## src/rtl/dino_game_ctrl.sv

```systemverilog
// Game sequencer for the dino obstacle game: tick generator, game FSM,
// lives tracking, datapath run/restart control and end-of-round flash strobe.
module dino_game_ctrl #(
  parameter int unsigned TICK_PERIOD = 500,
  parameter int unsigned LIVES       = 3,
  parameter int unsigned READY_TICKS = 4,
  parameter int unsigned HIT_TICKS   = 6
) (
  input  logic       clk,
  input  logic       rst,
  input  logic       key_start,
  input  logic       key_pause,
  input  logic       collision_detected,
  input  logic       game_cleared,
  output logic       run_game,
  output logic       restart,
  output logic [1:0] lives_left,
  output logic [2:0] state,
  output logic       flash
);

  typedef enum logic [2:0] {
    IDLE  = 3'd0,
    READY = 3'd1,
    RUN   = 3'd2,
    PAUSE = 3'd3,
    HIT   = 3'd4,
    CLEAR = 3'd5,
    OVER  = 3'd6,
    BAD   = 3'd7
  } st_e;

  st_e         cur_st, nxt_st;
  logic [23:0] tick_cnt;
  logic        tick;
  logic [3:0]  rdy_cnt, hit_cnt;
  logic        run_d, restart_d, flash_d;
  logic [1:0]  lives_d;

  assign tick = (tick_cnt == 24'(TICK_PERIOD - 1));

  // Outputs are registered from the next-state decode, so they change on the
  // same edge as the state they describe.
  always_ff @(posedge clk) begin
    if (rst) begin
      tick_cnt   <= '0;
      cur_st     <= IDLE;
      rdy_cnt    <= '0;
      hit_cnt    <= '0;
      run_game   <= 1'b0;
      restart    <= 1'b0;
      lives_left <= '0;
      flash      <= 1'b0;
    end else begin
      tick_cnt   <= tick ? '0 : tick_cnt + 24'd1;
      cur_st     <= nxt_st;
      rdy_cnt    <= (nxt_st != READY || cur_st != READY) ? '0 :
                    (tick ? rdy_cnt + 4'd1 : rdy_cnt);
      hit_cnt    <= (nxt_st != HIT || cur_st != HIT) ? '0 :
                    (tick ? hit_cnt + 4'd1 : hit_cnt);
      run_game   <= run_d;
      restart    <= restart_d;
      lives_left <= lives_d;
      flash      <= flash_d;
    end
  end

  always_comb begin
    nxt_st = cur_st;
    case (cur_st)
      IDLE:  if (key_start) nxt_st = READY;
      READY: if (tick && rdy_cnt == 4'(READY_TICKS - 1)) nxt_st = RUN;
      RUN: begin
        if (collision_detected)  nxt_st = HIT;
        else if (game_cleared)   nxt_st = CLEAR;
        else if (key_pause)      nxt_st = PAUSE;
      end
      PAUSE: begin
        if (key_start)           nxt_st = IDLE;
        else if (key_pause)      nxt_st = RUN;
      end
      HIT: if (tick && hit_cnt == 4'(HIT_TICKS - 1))
             nxt_st = (lives_left == 2'd0) ? OVER : READY;
      CLEAR, OVER: if (key_start) nxt_st = READY;
      default: nxt_st = IDLE;
    endcase
  end

  always_comb begin
    run_d     = (nxt_st == RUN);
    restart_d = (nxt_st == READY) && (cur_st != READY);
    lives_d   = lives_left;
    if (restart_d && cur_st != HIT)
      lives_d = 2'(LIVES);
    else if (nxt_st == HIT && cur_st == RUN)
      lives_d = (lives_left == 2'd0) ? 2'd0 : lives_left - 2'd1;
    flash_d = flash;
    if (nxt_st == IDLE || nxt_st == READY || nxt_st == RUN ||
        nxt_st == PAUSE || nxt_st == BAD)
      flash_d = 1'b0;
    else if (tick && (cur_st == HIT || cur_st == CLEAR || cur_st == OVER))
      flash_d = ~flash;
  end

  assign state = cur_st;

endmodule

```

## config.mk

```make
export PLATFORM = sky130hd
export DESIGN_NAME = dino_game_ctrl
export DESIGN_NICKNAME = d
export VERILOG_FILES = /design/src/rtl/dino_game_ctrl.sv
export SDC_FILE = /design/constraint.sdc
export NUM_CORES = 1
export LEC_CHECK = 0
export BUFFER_PORTS_ARGS = -buffer_cell sky130_fd_sc_hd__buf_2
export CAP_MARGIN = 30
export CORE_AREA = 2 2 74 76
export CTS_CLUSTER_DIAMETER = 100
export CTS_CLUSTER_SIZE = 8
export DETAILED_ROUTE_END_ITERATION = 8
export DIE_AREA = 0 0 76 78
export MAX_ROUTING_LAYER = met4
export PLACE_DENSITY = 0.52
export SETUP_SLACK_MARGIN = 0.02
export SYNTH_ARGS = -nofsm -noshare
export SYNTH_HDL_FRONTEND = slang
export SYNTH_SLANG_ARGS = --single-unit
```

## constraint.sdc

```tcl
create_clock -name clk -period 2.2 [get_ports clk]
set_input_delay 0.22 -clock clk [delete_from_list [all_inputs] [get_ports clk]]
set_output_delay 0.22 -clock clk [all_outputs]
set_load 0.005 [all_outputs]
```

After elaboration in Yosys (flattened, before gate mapping)

Cells that the tools add are included.

Output and inout bits: 8
Input port bits: 6
Register bits after elaboration: 40

Reduce and logical (&&, ||, !) cells: 23
Equality and inequality tests: 18
Mux-type cells: 13
Bitwise operators: 1
Add/sub/neg operators: 4

Operator list:

| kind                                              | count |
|---|---|
| two-way mux 3 bit                                 | 9 |
| adder 24 x 1 -> 24 bit (second input constant)    | 1 |
| == test 24 x 9 -> 1 bit (second input constant)   | 1 |
| == test 3 bit (second input constant)             | 5 |
| one-hot mux 3 bit (5 select lines)                | 1 |
| == test 3 x 2 -> 1 bit (second input constant)    | 4 |
| adder 4 x 1 -> 4 bit (second input constant)      | 2 |
| logical OR 1 bit                                  | 8 |
| OR reduction 2 bit                                | 4 |
| == test 3 x 1 -> 1 bit (second input constant)    | 2 |
| logical AND 1 bit                                 | 6 |
| logical NOT 3 bit                                 | 2 |
| two-way mux 2 bit                                 | 3 |
| != test 3 x 1 -> 1 bit (second input constant)    | 2 |
| != test 3 bit (second input constant)             | 2 |
| == test 4 x 2 -> 1 bit (second input constant)    | 1 |
| == test 4 x 3 -> 1 bit (second input constant)    | 1 |
| OR reduction 3 bit                                | 1 |
| logical NOT 2 bit                                 | 1 |
| nonzero test 2 bit                                | 1 |
| subtractor 2 x 1 -> 2 bit (second input constant) | 1 |
| NOT 1 bit                                         | 1 |

Depth between registers and ports, before layout

Gate-level depths: netlist of run 1.

Word-level depth: 10
Depth in mapped cells: 7
Gate-level depth less buffers: 7

Worst setup path before layout of run 1

No wires, ideal clock.

Path kind: register to register
Start: register cur_st[1], in the netlist state[1]
End: register run_game
Library setup time: 0.131 ns
Setup slack: 0.386 ns
Data arrival time: 1.683 ns
Buffers on the path: 0
Cell stages (with the launch flop): 6
Cells stage by stage: dfxtp_1 or3b_4 or3_1 or4_1 o211ai_2 nor4_1

Longest elaborated chain between the ends: 5
Elaborated cells on any way between the ends: 18
Classes of those cells: eq/ne: 7; mux: 9; reduce/logical: 2

Ends and longest elaborated chain:

| element                                | RTL line | RTL |
|---|---|---|
| start, declared                        | 33       | `st_e cur_st, nxt_st;` |
| start signal, assigned                 | 56       | `cur_st <= nxt_st;` |
| two-way mux 3 bit                      | 76       | `else if (key_pause) nxt_st = PAUSE;` |
| two-way mux 3 bit                      | 75       | `else if (game_cleared) nxt_st = CLEAR;` |
| two-way mux 3 bit                      | 74       | `if (collision_detected) nxt_st = HIT;` |
| one-hot mux 3 bit (5 select lines) (*) | 70       | `case (cur_st)` |
| == test 3 x 2 -> 1 bit (*)             | 90       | `run_d = (nxt_st == RUN);` |
| end signal, assigned                   | 61       | `run_game <= run_d;` |
| end, declared                          | 15       | `output logic run_game,` |

Mark *: on every way between the ends. The rest lies on a longest branch, timed or not.
A chain may end at the register's enable or synchronous reset.

Worst setup path in the final report of run 1

Start: register tick_cnt[9]
End: register run_game

Longest elaborated chain between the ends: 5
Elaborated cells on any way between the ends: 7
Classes of those cells: eq/ne: 2; mux: 3; reduce/logical: 2

Ends and longest elaborated chain:

| element                                     | RTL line | RTL |
|---|---|---|
| start, declared                             | 34       | `logic [23:0] tick_cnt;` |
| start signal, assigned                      | 55       | `tick_cnt <= tick ? '0 : tick_cnt + 24'd1;` |
| == test 24 x 9 -> 1 bit (*)                 | 40       | `assign tick = (tick_cnt == 24'(TICK_PERIOD - 1));` |
| logical AND 1 bit, on equally long branches | 82, 72   |  |
| two-way mux 3 bit, on equally long branches | 82, 72   |  |
| one-hot mux 3 bit (5 select lines) (*)      | 70       |  |
| == test 3 x 2 -> 1 bit (*)                  | 90       |  |

Marked as above.

==> results of run 1 <==
-- power groups by stage --
stage	clock network (µW)	logic (µW)	registers, µW
floorplan	0	48.2	760
global placement	0	73.0	762
detailed placement	0	73.1	762
CTS	454	73.4	745
global route	476	80.8	747
finish	430	72.5	746
-- cell families (layout without fill, tap and decap cells) --
kind of cell               Yosys count  in the layout  share of synthesized area (%)
buffers and inverters               17             33                          4.111
muxes                                1              1                         0.5060
and+or+nand+nor                    112            112                          31.75
DFF                                 40             40                          40.48
adders and majority gates            4              4                          2.530
AOI/OAI and AO/OA                   22             22                          8.223
xor gates and xnor gates            28             28                          12.40
-- registers in the layout (all words and copies together) (netlist names) --
register,cells
flash,1
hit_cnt,4
lives_left,2
rdy_cnt,4
restart,1
run_game,1
state,3
tick_cnt,24
-- Yosys cell counts, types with 4 or more instances --
cell type,n
sky130_fd_sc_hd__o21ai_0,4
sky130_fd_sc_hd__inv_1,10
sky130_fd_sc_hd__ha_1,4
sky130_fd_sc_hd__nand4_1,6
sky130_fd_sc_hd__nor4_1,10
sky130_fd_sc_hd__and4_1,5
sky130_fd_sc_hd__nor2_1,38
sky130_fd_sc_hd__nand2_1,10
sky130_fd_sc_hd__xnor2_1,10
sky130_fd_sc_hd__xor2_1,18
sky130_fd_sc_hd__dfxtp_1,40
sky130_fd_sc_hd__nand3_1,13
sky130_fd_sc_hd__and3_1,4
-- what timing repair did --
| action | 4_1_cts | 5_1_grt |
|---|---|---|
| gates resized for setup | 0 | 1 |
| hold buffers | 0 | 0 |
| setup endpoints to repair | 0 | 1 |
-- layout make-up --
class                   instances  area (µm²)  area share, %
clock buffers                   5       68.82          3.111
inverters                      10       37.54          1.697
flip-flops and latches         40       800.8          36.20
repair buffers                 18       115.1          5.204
multi-input cells             167        1102          49.83
well taps                      70       87.58          3.959
-- worst max-delay path, stage by stage, from the launching register on --
cell,delay [ns]
sky130_fd_sc_hd__dfxtp_1,0.36
sky130_fd_sc_hd__nor4_1,0.37
sky130_fd_sc_hd__nand3b_1,0.36
sky130_fd_sc_hd__nor4b_1,0.41
sky130_fd_sc_hd__o21ai_1,0.18
sky130_fd_sc_hd__nor4_1,0.29
-- worst paths after layout --
check	slack (ns)	to	start	depth (start not counted)
min	0.17	lives_left[1]$_SDFFE_PP0P_	rst	2
min reg2reg	0.46	tick_cnt[0]$_SDFF_PP0_	tick_cnt[0]$_SDFF_PP0_	1
max	0.15	run_game$_SDFF_PP0_	tick_cnt[9]$_SDFF_PP0_	5
max reg2reg	0.15	run_game$_SDFF_PP0_	tick_cnt[9]$_SDFF_PP0_	5
-- stage by stage --
step	cells	hold WS [ns]	utilization, %	instance area [µm²]	power (µW)
after floorplan	224	0.2891	-	1978	808.0
after global placement	305	0.4432	42.38	2137	834.8
after detailed placement	305	0.4501	42.38	2137	835.3
after CTS	310	0.1587	43.75	2206	1273
after global routing	310	0.1578	43.87	2212	1304
final	310	0.1676	43.87	2212	1248
-- layer usage --
metal | up-vias | part of all wire, %
li1 | 826 | -
met1 | 745 | 48
met2 | 25 | 47
met3 | 6 | 3.3
met4 | 0 | 1.6
met5 | - | 0
==> results, run 1 <==
- The first detailed-routing pass ran for 4 iterations.
- The net switching power figure is 279.0 µW.
- The number of design rule violations left after detail routing is 0.
- The share of power burned in the clock network is 34.5%.
- In the global route stage, met1 resource usage came out at approximately 17%.
- After layout, the minimum clock period comes to 2.054 ns.
- Dividing the detail-routed wire length by the instance count gives 12.40 µm.
- The post-route worst setup slack is 0.1457 ns.
- Max-cap violations in this run came to 0.
- The overall die width is 76 µm.
- The antenna diode count is 0.
- Buffers placed on the I/O ports in this run total 13.
- In this run the biggest area consumer among cell types represents 40.48% of the synthesized area.
- Counting every sink on the clock net gives 40.
- At the worst endpoint, the required time is 2.39 ns.
- For this run the aggregate overflow at the end of global routing stands at 0.
- The share of total power dissipated in combinational logic is 5.8%.
- The die covers around 0.006 mm².
- The floorplan has 26 rows.
- The pin count of the biggest net entering global routing is 25.
- Timing analysis after detailed placement gives a worst setup slack of 0.1629 ns.
- The worst path uses 93.38% of the clock period.
- Setup repair after global routing left no endpoint under its margin.
- The worst pin sits at a relative slew slack of slightly above 70%.
- The number of antenna violations at the first check in global routing is 0.
- The share of power burned in registers is 59.7%.
- The wire length of the first global-routing pass is 6782 µm.
- Global routing used 14.49% of the available tracks across all layers.
- The die is 78 µm tall.
- The via-per-instance ratio is between 5 and 6.
- Along the worst path, the maximum fanout reaches 9.
- In this run the remaining antenna-violating nets after routing total 0.
- The number of warnings printed during yosys synthesis is 0.
- The final-report setup violation count is 0.
- The count of pins on the block boundary is 14.
- The netlist area before placement is 0.001978 mm².
- The root buffer cell is sky130_fd_sc_hd__clkbuf_8.
- The global routing met2 resource utilization is 24.38%.
- The flow ran to the end, and the final reports show no timing, DRC or antenna violations.
- The tightest min-delay check is of the input pin to register type.
- The kind of start point of the critical path is a register.
- The level count of the clock H-tree is 2.
- The worst-case IR drop observed on VDD is roughly 0.37 mV.
- The clock reaches the later pin of the worst-skew pair after a little under 0.3 ns.
- The synthesized design contains 0 enable-type register cells.
- Dividing total power by cell area gives a power density of 564.3 mW/mm².
- Counting along the longest clock path gives a buffer depth of 2.
- Of all flip-flops after synthesis, the portion carrying an async set or reset was 0%.
- The clock tree from TritonCTS is yes.
- The post-CTS setup repair buffer count is 0.
- The HPWL after detailed placement is between 2000 and 3000 µm.
- For the pin with the worst max-slew slack, the measured transition is between 0.4 and 0.5 ns.
- The final hold violation count was 0.
- The total of flip-flops plus latches after synthesis is 40.
- For this run, the top clock speed supported by timing is 0.4868 GHz.
- The internal portion of the total power is roughly 970 µW.
- Yosys attributes the largest share of cell area to sky130_fd_sc_hd__dfxtp_1 (40%), sky130_fd_sc_hd__xor2_1 (8.0%), sky130_fd_sc_hd__nor2_1 (7.2%), sky130_fd_sc_hd__xnor2_1 (4.4%), sky130_fd_sc_hd__nand3_1 (3.3%).
- Net switching is ~22% of the power.
- The library cells used most frequently in the layout, excluding fill and tap cells, are sky130_fd_sc_hd__dfxtp_1 (40), sky130_fd_sc_hd__nor2_1 (38), sky130_fd_sc_hd__xor2_1 (18), sky130_fd_sc_hd__nand3_1 (13), sky130_fd_sc_hd__buf_2 (13).
- The most used flip-flop cell after synthesis is sky130_fd_sc_hd__dfxtp_1.
- The post-CTS clock slew at the launch and capture registers of the worst setup and hold paths is 0.07 ns.
- The via count of the first global-routing pass was 1533.
- The total negative slack for setup checks is 0 ns.
- The setup path with the least slack is of type register to register.
- The number of filler cells placed in the layout is 507.
- The biggest area contributor in the post-synthesis netlist is sky130_fd_sc_hd__dfxtp_1.
- Summed over all layers, the routed wires come to around 3800 µm.
- After the last flow step, the layout net total stands at roughly 250.
- The static leakage is between 0.0008 and 0.0009 µW.
- The global routing stage identified its most utilized layer as met2.
- STA classifies the critical path endpoint as a register.
- The global-route met3 utilization is 3.953%.
- The clock skew after layout is 0.004394 ns.
- The sequential fraction of the synthesis area is between 40% and 50%.
- The average size of a mapped cell is 8.831 µm².
- STA puts the critical path data arrival time at 2.25 ns.
- The library cell used most frequently in the layout, excluding fill and tap cells, is sky130_fd_sc_hd__dfxtp_1.
- Of the cells placed in the final design, the portion with a size suffix greater than 1 is 12.92%.
- The starting density of the core is 39.23%.
- In this run, distinct cell masters in the synthesized netlist total just under 50.
- The number of nets in the synthesized netlist is 234.
- The number of instances in the synthesized netlist is around 220.
- The post-synthesis to final-layout area growth is 11.83%.
- The total core area is between 0.005 and 0.006 mm².
- The total number of vias is between 1500 and 2000.
- The number of buffers created by CTS is 5.
- For this block, the initial DRC count from the detailed router was 54.
- The number of slew-limit violations in the final report is 0.
- The weighted congestion reported at the end of routability-driven placement is 0.7379.
Power figures use the tool's default switching activity.
==> run 2, diff against run 1 <==
CORE_AREA = 2 2 77 79   (was 2 2 74 76)
CTS_CLUSTER_DIAMETER = 40   (was 100)
DIE_AREA = 0 0 79 81   (was 0 0 76 78)
PLACE_DENSITY = 0.49   (was 0.52)
==> run 2 against run 1 <==
- combinational power up 1%
- cell count grew 2.9%
- cell area grew 1.6%
- worst hold slack improved by 0.012 ns
- power rose by 6.9%
- clock-buffer cell count rose by 2
- clock power rose by 20%
- critical path type unchanged
- critical endpoint unchanged
- largest cell class unchanged
==> results, run 2 (synthesis gave the netlist of run 1 again) <==
- The number of design rule violations left after detail routing came to 0 (unchanged).
- The starting density of the core is 34.85% (-4.4 points).
- The weighted congestion reported at the end of routability-driven placement was 0.8086 (+9.6%).
- The maximum single-stage delay on the critical path came to 0.45 ns (+0.04 ns).
- The HPWL after detailed placement came to 2861 µm (+4.3%).
- The arrival time at the worst endpoint is 2.11 ns (-0.14 ns).
- The global routing met2 resource utilization is 21.86% (-2.5 points).
- The global-route met3 utilization came to 3.000% (-0.95 points).
- The number of slew-limit violations in the final report is 0 (unchanged).
- The number of iterations in the first detailed-routing pass is 4 (unchanged).
- The most common cell after layout, fill and taps aside is sky130_fd_sc_hd__dfxtp_1.
- The number of violations reported at the end of detailed-routing iteration 0 is 51 (-5.6%).
- The final period utilization is 88.80% (-4.6 points).
- The via-per-instance ratio is 5.013 (-3.0%).
- The average wire length per cell after detail routing came to 12.50 µm (+0.74%).
- The number of instances in the placed design is 311 (+2.0%).
- The hold-fix buffer count after cts was 0 (unchanged).
- The total negative slack for setup checks was 0 ns (unchanged).
- The power per cell area was 593.7 mW/mm² (+5.2%).
- The deepest clock path buffer count is 2 (unchanged).
- The via count of the first global-routing pass is 1480 (-3.5%).
- The antenna diode count is 0 (unchanged).
- The final-report setup violation count is 0 (unchanged).
- From synthesis to final layout, the design area changed by 13.66%.
- The final critical path time including I/O delays and setup came to 1.954 ns (-0.1007 ns).
- The number of I/O port buffers is 13 (unchanged).
- The clock skew after layout is 0.006774 ns (+0.002379 ns).
- The final design area excluding fillers was 0.002248 mm² (+1.6%).
- The count of non-filler cells in the finished layout is 319 (+2.9%).
- The static leakage is 0.0008491 µW (+2.3%).
- The number of nets in the finished design came to 254 (+0.79%).
- The floorplan die area is 0.006399 mm² (+7.9%).
- The register-to-register setup slack is 0.25 ns (+0.10 ns).
- CTS placed an instance of sky130_fd_sc_hd__clkbuf_8 at the clock tree root.
- The number of buffers and inverters on the critical path was 0 (unchanged).
- The endpoint class of the critical path is a register.
- The met1 layer usage reported by global route is 18.33% (+1.7 points).
- The count of pins on the block boundary came to 14 (unchanged).
- The number of max-capacitance violations reported is 0 (unchanged).
- In this run the worst hold path is classified as input pin to register.
- Broken down by cell family, the worst path's largest delay share belongs to simple AND/OR/NAND/NOR gates.
- The kind of start point of the critical path is a register.
- The remaining number of nets flagged by the antenna check after routing is 0 (unchanged).
- The post-CTS clock slew at the launch and capture registers of the worst setup and hold paths is 0.08 ns (about the same).
- TritonCTS built the clock tree.
- The pin count of the biggest net entering global routing is 16 (-36%).
- The worst max-slew margin expressed relative to the limit is 74.84% (+2.8 points).
- In the layout the commonest cells are sky130_fd_sc_hd__dfxtp_1 (40), sky130_fd_sc_hd__nor2_1 (38), sky130_fd_sc_hd__xor2_1 (18), sky130_fd_sc_hd__nand3_1 (13), sky130_fd_sc_hd__buf_2 (13).
- The wire length of the first global-routing pass is 6989 µm (+3.1%).
- The height of the die is 81 µm (+3.8%).
- The count of clock tree sinks is 40 (unchanged).
- The final hold violation count is 0 (unchanged).
- The data required time at the worst endpoint came to 2.36 ns (-0.03 ns).
- The global-route congestion overflow total is 0 (unchanged).
- The total core area is 0.005675 mm² (+13%).
- The actual transition at the worst max-transition pin is 0.3735 ns (-0.04179 ns).
- The overall die width was 79 µm (+3.9%).
- The largest registers in the layout are tick_cnt x24, hit_cnt x4, rdy_cnt x4.
- The clock latency reported for the late side of the worst-skew pair is 0.29 ns (about the same).
- The post-place instance area came to 0.002138 mm² (about the same).
- The fraction of final layout cells sized beyond drive strength 1 is 14.34% (+1.4 points).
- The final core area utilization is 39.62% (-4.3 points).
- The number of buffers created by CTS came to 5 (unchanged).
- The flow ran to the end, and the final reports show no timing, DRC or antenna violations.
- The post-route total power was 1335 µW (+6.9%).
- The peak clock frequency supported by timing is 0.5119 GHz (+5.2%).
- The largest fanout on the critical path came to 10 (+1).
- The overall fraction of global-route tracks in use is 14.14% (-0.35 points).
- The total number of vias is 1599 (-0.19%).
- Walking the worst path, the cells encountered are or3b_4 > or3_1 > or4_1 > o211ai_2 > nor4_1.
- The routed wire length is 3986 µm (+3.7%).
- Setup repair after global routing left no endpoint under its margin.
- The library cell contributing the largest single delay on the critical path is sky130_fd_sc_hd__or3b_4.
- The global routing's busiest layer is met2.
- The number of flip-flops under the largest register name is 24 (unchanged).
- The register with the most flip-flops is tick_cnt.
- The level count of the clock H-tree came to 2 (unchanged).
- The critical path class is register to register.
- The count of standard-cell rows came to 28 (+7.7%).
- The number of antenna violations at the first check in global routing is 0 (unchanged).
- The worst supply voltage drop on vdd came to 0.3237 mV (-13%).
[run 2: changes by cell type in the layout (fill, tap and decap cells not counted)]
| cell | change |
|---|---|
| sky130_fd_sc_hd__buf_4 | +3 |
| sky130_fd_sc_hd__clkbuf_8 | +2 |
| sky130_fd_sc_hd__buf_12 | -1 |
[run 2: worst register-to-register path: cells and delay by family, from the launching register on]
family / cells / cell delay, ns
flops: 1 / 0.40
simple gates: 4 / 1.34
compound gates: 1 / 0.09
[run 2: power breakdown]
group / switching [µW] / total [µW] / internal, µW
combinational: 43.0 / 73.4 / 30.3
clock: 237 / 516 / 279
sequential: 11.1 / 745 / 734
total: 291 / 1330 / 1040
[run 2: routing by layer]
| layer | vias up | share of wire (%) |
|---|---|---|
| met5 | - | 0 |
| met4 | 0 | 1.7 |
| met3 | 6 | 3.3 |
| met2 | 19 | 43 |
| met1 | 729 | 52 |
| li1 | 845 | - |
[run 2: through the flow]
stage,worst slack [ns],hold slack [ns]
after global placement,0.2613,0.4382
after detailed placement,0.2406,0.4485
after CTS,0.1846,0.1767
after floorplan,0.3862,0.2891
after global routing,0.02258,0.1849
final,0.2464,0.1796
[run 2: repair_timing]
action                     in CTS  in global routing
resized for setup               0                  1
setup endpoints to repair       0                  5
buffers inserted                0                  1
[run 2: layout make-up]
| cell class | instances | area [µm²] |
|---|---|---|
| Clock buffer | 7 | 96.34 |
| Fill cell | 589 | 3427 |
| Inverter | 10 | 37.54 |
| Multi-Input combinational cell | 167 | 1102 |
| Sequential cell | 40 | 800.8 |
| Tap cell | 75 | 93.84 |
| Timing Repair Buffer | 20 | 117.6 |
[run 2: path summary, 6_finish.rpt]
check | start | to | depth (start not counted)
hold reg to reg | tick_cnt[0]$_SDFF_PP0_ | tick_cnt[0]$_SDFF_PP0_ | 1
setup reg to reg | state[1]$_SDFF_PP0_ | run_game$_SDFF_PP0_ | 5
setup / recovery | state[1]$_SDFF_PP0_ | run_game$_SDFF_PP0_ | 5
hold / removal | rst | lives_left[1]$_SDFFE_PP0P_ | 2
==> run 3, diff against run 2 <==
CELL_PAD_IN_SITES_DETAIL_PLACEMENT = 1   (was not set)
CELL_PAD_IN_SITES_GLOBAL_PLACEMENT = 1   (was not set)
GPL_TIMING_DRIVEN = 0   (was not set)
PLACE_DENSITY = 0.61   (was 0.49)
==> run 3 against run 2 <==
- via count up 2.3%
- power down 0.56%
- flip-flop and latch count unchanged
- fmax down 2.5%
- highest routed layer unchanged
- largest cell class unchanged
- cell area up 3.3%
- combinational power up 11%
- register-to-register slack worse by 0.05 ns
==> results, run 3 (synthesis gave the netlist of run 1 again) <==
- The flow ran to the end, and the final reports show no timing, DRC or antenna violations.
- The depth of the most critical reg-to-reg path is 8 (+3).
- The HPWL after detailed placement came to 3090 µm (+8.0%).
- The share of power burned in registers came to 56.1% (+0.3 points).
- The final critical path time including I/O delays and setup is 2.003 ns (+0.04947 ns).
- The number of iterations in the first detailed-routing pass was 4 (unchanged).
- The level count of the clock H-tree is 2 (unchanged).
- Leaving out fill and tap cells, the most frequent cell in the layout is sky130_fd_sc_hd__dfxtp_1.
- The clock latency reported for the late side of the worst-skew pair is 0.28 ns (about the same).
- TritonCTS built the clock tree.
- The library cells used most frequently in the layout, excluding fill and tap cells, are sky130_fd_sc_hd__dfxtp_1 (40), sky130_fd_sc_hd__nor2_1 (38), sky130_fd_sc_hd__xor2_1 (18), sky130_fd_sc_hd__buf_2 (15), sky130_fd_sc_hd__nand3_1 (13).
- The count of clock tree sinks was 40 (unchanged).
- The worst supply voltage drop on vdd was 0.2198 mV (-32%).
- The data required time at the worst endpoint is 2.38 ns (+0.02 ns).
- The number of I/O port buffers is 13 (unchanged).
- The register with the most flip-flops is tick_cnt.
- The post-CTS clock slew at the launch and capture registers of the worst setup and hold paths is 0.08 ns (about the same).
- The average wire length per cell after detail routing is 13.58 µm (+8.7%).
- The weighted congestion reported at the end of routability-driven placement is 0.7940 (-1.8%).
- The number of antenna violations at the first check in global routing was 0 (unchanged).
- The routed wire length came to 4441 µm (+11%).
- The worst hold path class is input pin to register.
- The final period utilization is 91.05% (+2.2 points).
- The arrival time at the worst endpoint is 2.18 ns (+0.07 ns).
- The number of flip-flops under the largest register name came to 24 (unchanged).
- The static leakage is 0.0008756 µW (+3.1%).
- The number of instances on the worst hold path is 2 (unchanged).
- The clock skew after layout is 0.002600 ns (-0.004174 ns).
- The total negative slack for setup checks is 0 ns (unchanged).
- The largest registers in the layout are tick_cnt x24, hit_cnt x4, rdy_cnt x4.
- The number of buffers created by CTS is 5 (unchanged).
- The antenna diode count came to 0 (unchanged).
- The count of pins on the block boundary is 14 (unchanged).
- The overall die width was 79 µm (unchanged).
- The floorplan die area is 0.006399 mm² (unchanged).
- The actual transition at the worst max-transition pin is 0.5261 ns (+0.1526 ns).
- The number of violations reported at the end of detailed-routing iteration 0 was 73 (+43%).
- The total number of vias is 1636 (+2.3%).
- The remaining number of nets flagged by the antenna check after routing is 0 (unchanged).
- The number of nets in the finished design came to 261 (+2.8%).
- The final hold violation count was 0 (unchanged).
- The smallest hold slack was 0.1816 ns (+0.001995 ns).
- The endpoint class of the critical path is a register.
- The power per cell area came to 571.6 mW/mm² (-3.7%).
- The number of design rule violations left after detail routing came to 0 (unchanged).
- The root buffer cell is sky130_fd_sc_hd__clkbuf_8.
- The total core area is 0.005675 mm² (unchanged).
- The proportion of total power due to net switching came to 22.82% (+1.0 points).
- The critical path in this run is classified as register to register.
- The kind of start point of the critical path is a register.
- The final-report setup violation count is 0 (unchanged).
- The largest fanout on the critical path is 6 (-4).
- The cell-internal power was 1024 µW (-1.9%).
- The number of max-capacitance violations reported is 0 (unchanged).
- The hold-fix buffer count after cts is 0 (unchanged).
- The fraction of final layout cells sized beyond drive strength 1 is 16.67% (+2.3 points).
- The number of slew-limit violations in the final report was 0 (unchanged).
- The count of standard-cell rows came to 28 (unchanged).
- The overall fraction of global-route tracks in use is 15.71% (+1.6 points).
- The net switching power figure is 302.9 µW (+4.1%).
- The worst max-slew margin expressed relative to the limit is 64.74% (-10 points).
- The relative contribution of combinational cells to total power was 6.1% (+0.6 points).
- Compared with the post-synthesis result, the final layout area differs by 17.39%.
- The pin count of the biggest net entering global routing is 12 (-4).
- The wire length of the first global-routing pass is 7776 µm (+11%).
- The via-per-instance ratio was 5.003 (-0.19%).
- The number of filler cells placed in the layout is 695 (+18%).
- The deepest clock path buffer count is 2 (unchanged).
- The global-route congestion overflow total is 0 (unchanged).
- The peak clock frequency supported by timing came to 0.4992 GHz (-2.5%).
- The height of the die was 81 µm (unchanged).
- The share of power burned in the clock network is 37.8% (-0.9 points).
- The starting density of the core is 34.85% (unchanged).
- The via count of the first global-routing pass was 1639 (+11%).
run 3: cell types whose count changed in the layout (fill, tap and decap cells not counted):
cell                       delta
sky130_fd_sc_hd__buf_6        +2
sky130_fd_sc_hd__nor3_1       -1
sky130_fd_sc_hd__buf_4        -1
sky130_fd_sc_hd__nor3_2       +1
sky130_fd_sc_hd__nor4b_1      -1
sky130_fd_sc_hd__clkbuf_8     -1
sky130_fd_sc_hd__buf_12       +1
sky130_fd_sc_hd__clkbuf_1     +5
sky130_fd_sc_hd__nor4b_2      +1
sky130_fd_sc_hd__nor4_1       -2
sky130_fd_sc_hd__buf_2        +2
sky130_fd_sc_hd__nor4_2       +2
run 3: power by group through the flow:
stage	Combinational, µW	Clock [µW]	Sequential (µW)
finish	81.5	501	744
CTS	76.5	523	745
detailed placement	76.3	0	762
global route	91.8	561	747
floorplan	48.2	0	760
global placement	76.9	0	762
run 3: critical path, stage by stage (launching register included):
cell and delay [ns]:
sky130_fd_sc_hd__dfxtp_1 0.38, sky130_fd_sc_hd__nor4_2 0.30, sky130_fd_sc_hd__nand3b_1 0.27, sky130_fd_sc_hd__buf_4 0.23, sky130_fd_sc_hd__nor3_4 0.21, sky130_fd_sc_hd__buf_4 0.17
sky130_fd_sc_hd__buf_12 0.11, sky130_fd_sc_hd__mux2i_1 0.18, sky130_fd_sc_hd__nor2_1 0.05
run 3: what timing repair did:
item                       CTS  global route
setup endpoints to repair   20            17
pin swaps                    1             1
buffers inserted             3             4
gates resized for setup      0             5
run 3: per-stage QoR:
step	instance area (µm²)	power [µW]	cells	util, %	worst slack (ns)
2_1_floorplan	1978	808.0	224	-	0.3862
3_3_place_gp	2137	838.5	312	37.65	-0.03897
3_5_place_dp	2137	838.1	312	37.65	-0.03472
4_1_cts	2262	1344	323	39.86	0.1041
5_1_grt	2322	1399	327	40.92	-0.01184
6_report	2322	1327	327	40.92	0.1969
run 3: final timing paths:
kind / from / slack [ns] / endpoint
hold / removal: rst / 0.18 / lives_left[0]$_SDFFE_PP0P_
setup / recovery: tick_cnt[9]$_SDFF_PP0_ / 0.20 / rdy_cnt[1]$_SDFFE_PP0P_
hold reg to reg: tick_cnt[0]$_SDFF_PP0_ / 0.48 / tick_cnt[0]$_SDFF_PP0_
setup reg to reg: tick_cnt[9]$_SDFF_PP0_ / 0.20 / rdy_cnt[1]$_SDFFE_PP0P_
run 3: area by class of cell:
cell class                      instances  area (µm²)  share of cell area, %
Multi-Input combinational cell        167        1126                  48.49
Inverter                               10       37.54                  1.616
Clock buffer                            8       90.09                  3.879
Sequential cell                        40       800.8                  34.48
Buffer                                  7       43.79                  1.886
Tap cell                               75       93.84                  4.041
Timing Repair Buffer                   20       130.1                  5.603
run 3: per-layer routing:
layer,vias to the layer above,wire [µm],track usage [%]
met4,0,29,4.138
met3,2,83,3.333
met1,777,2340,21.69
li1,847,-,-
met2,10,1988,23.39
met5,-,0,-
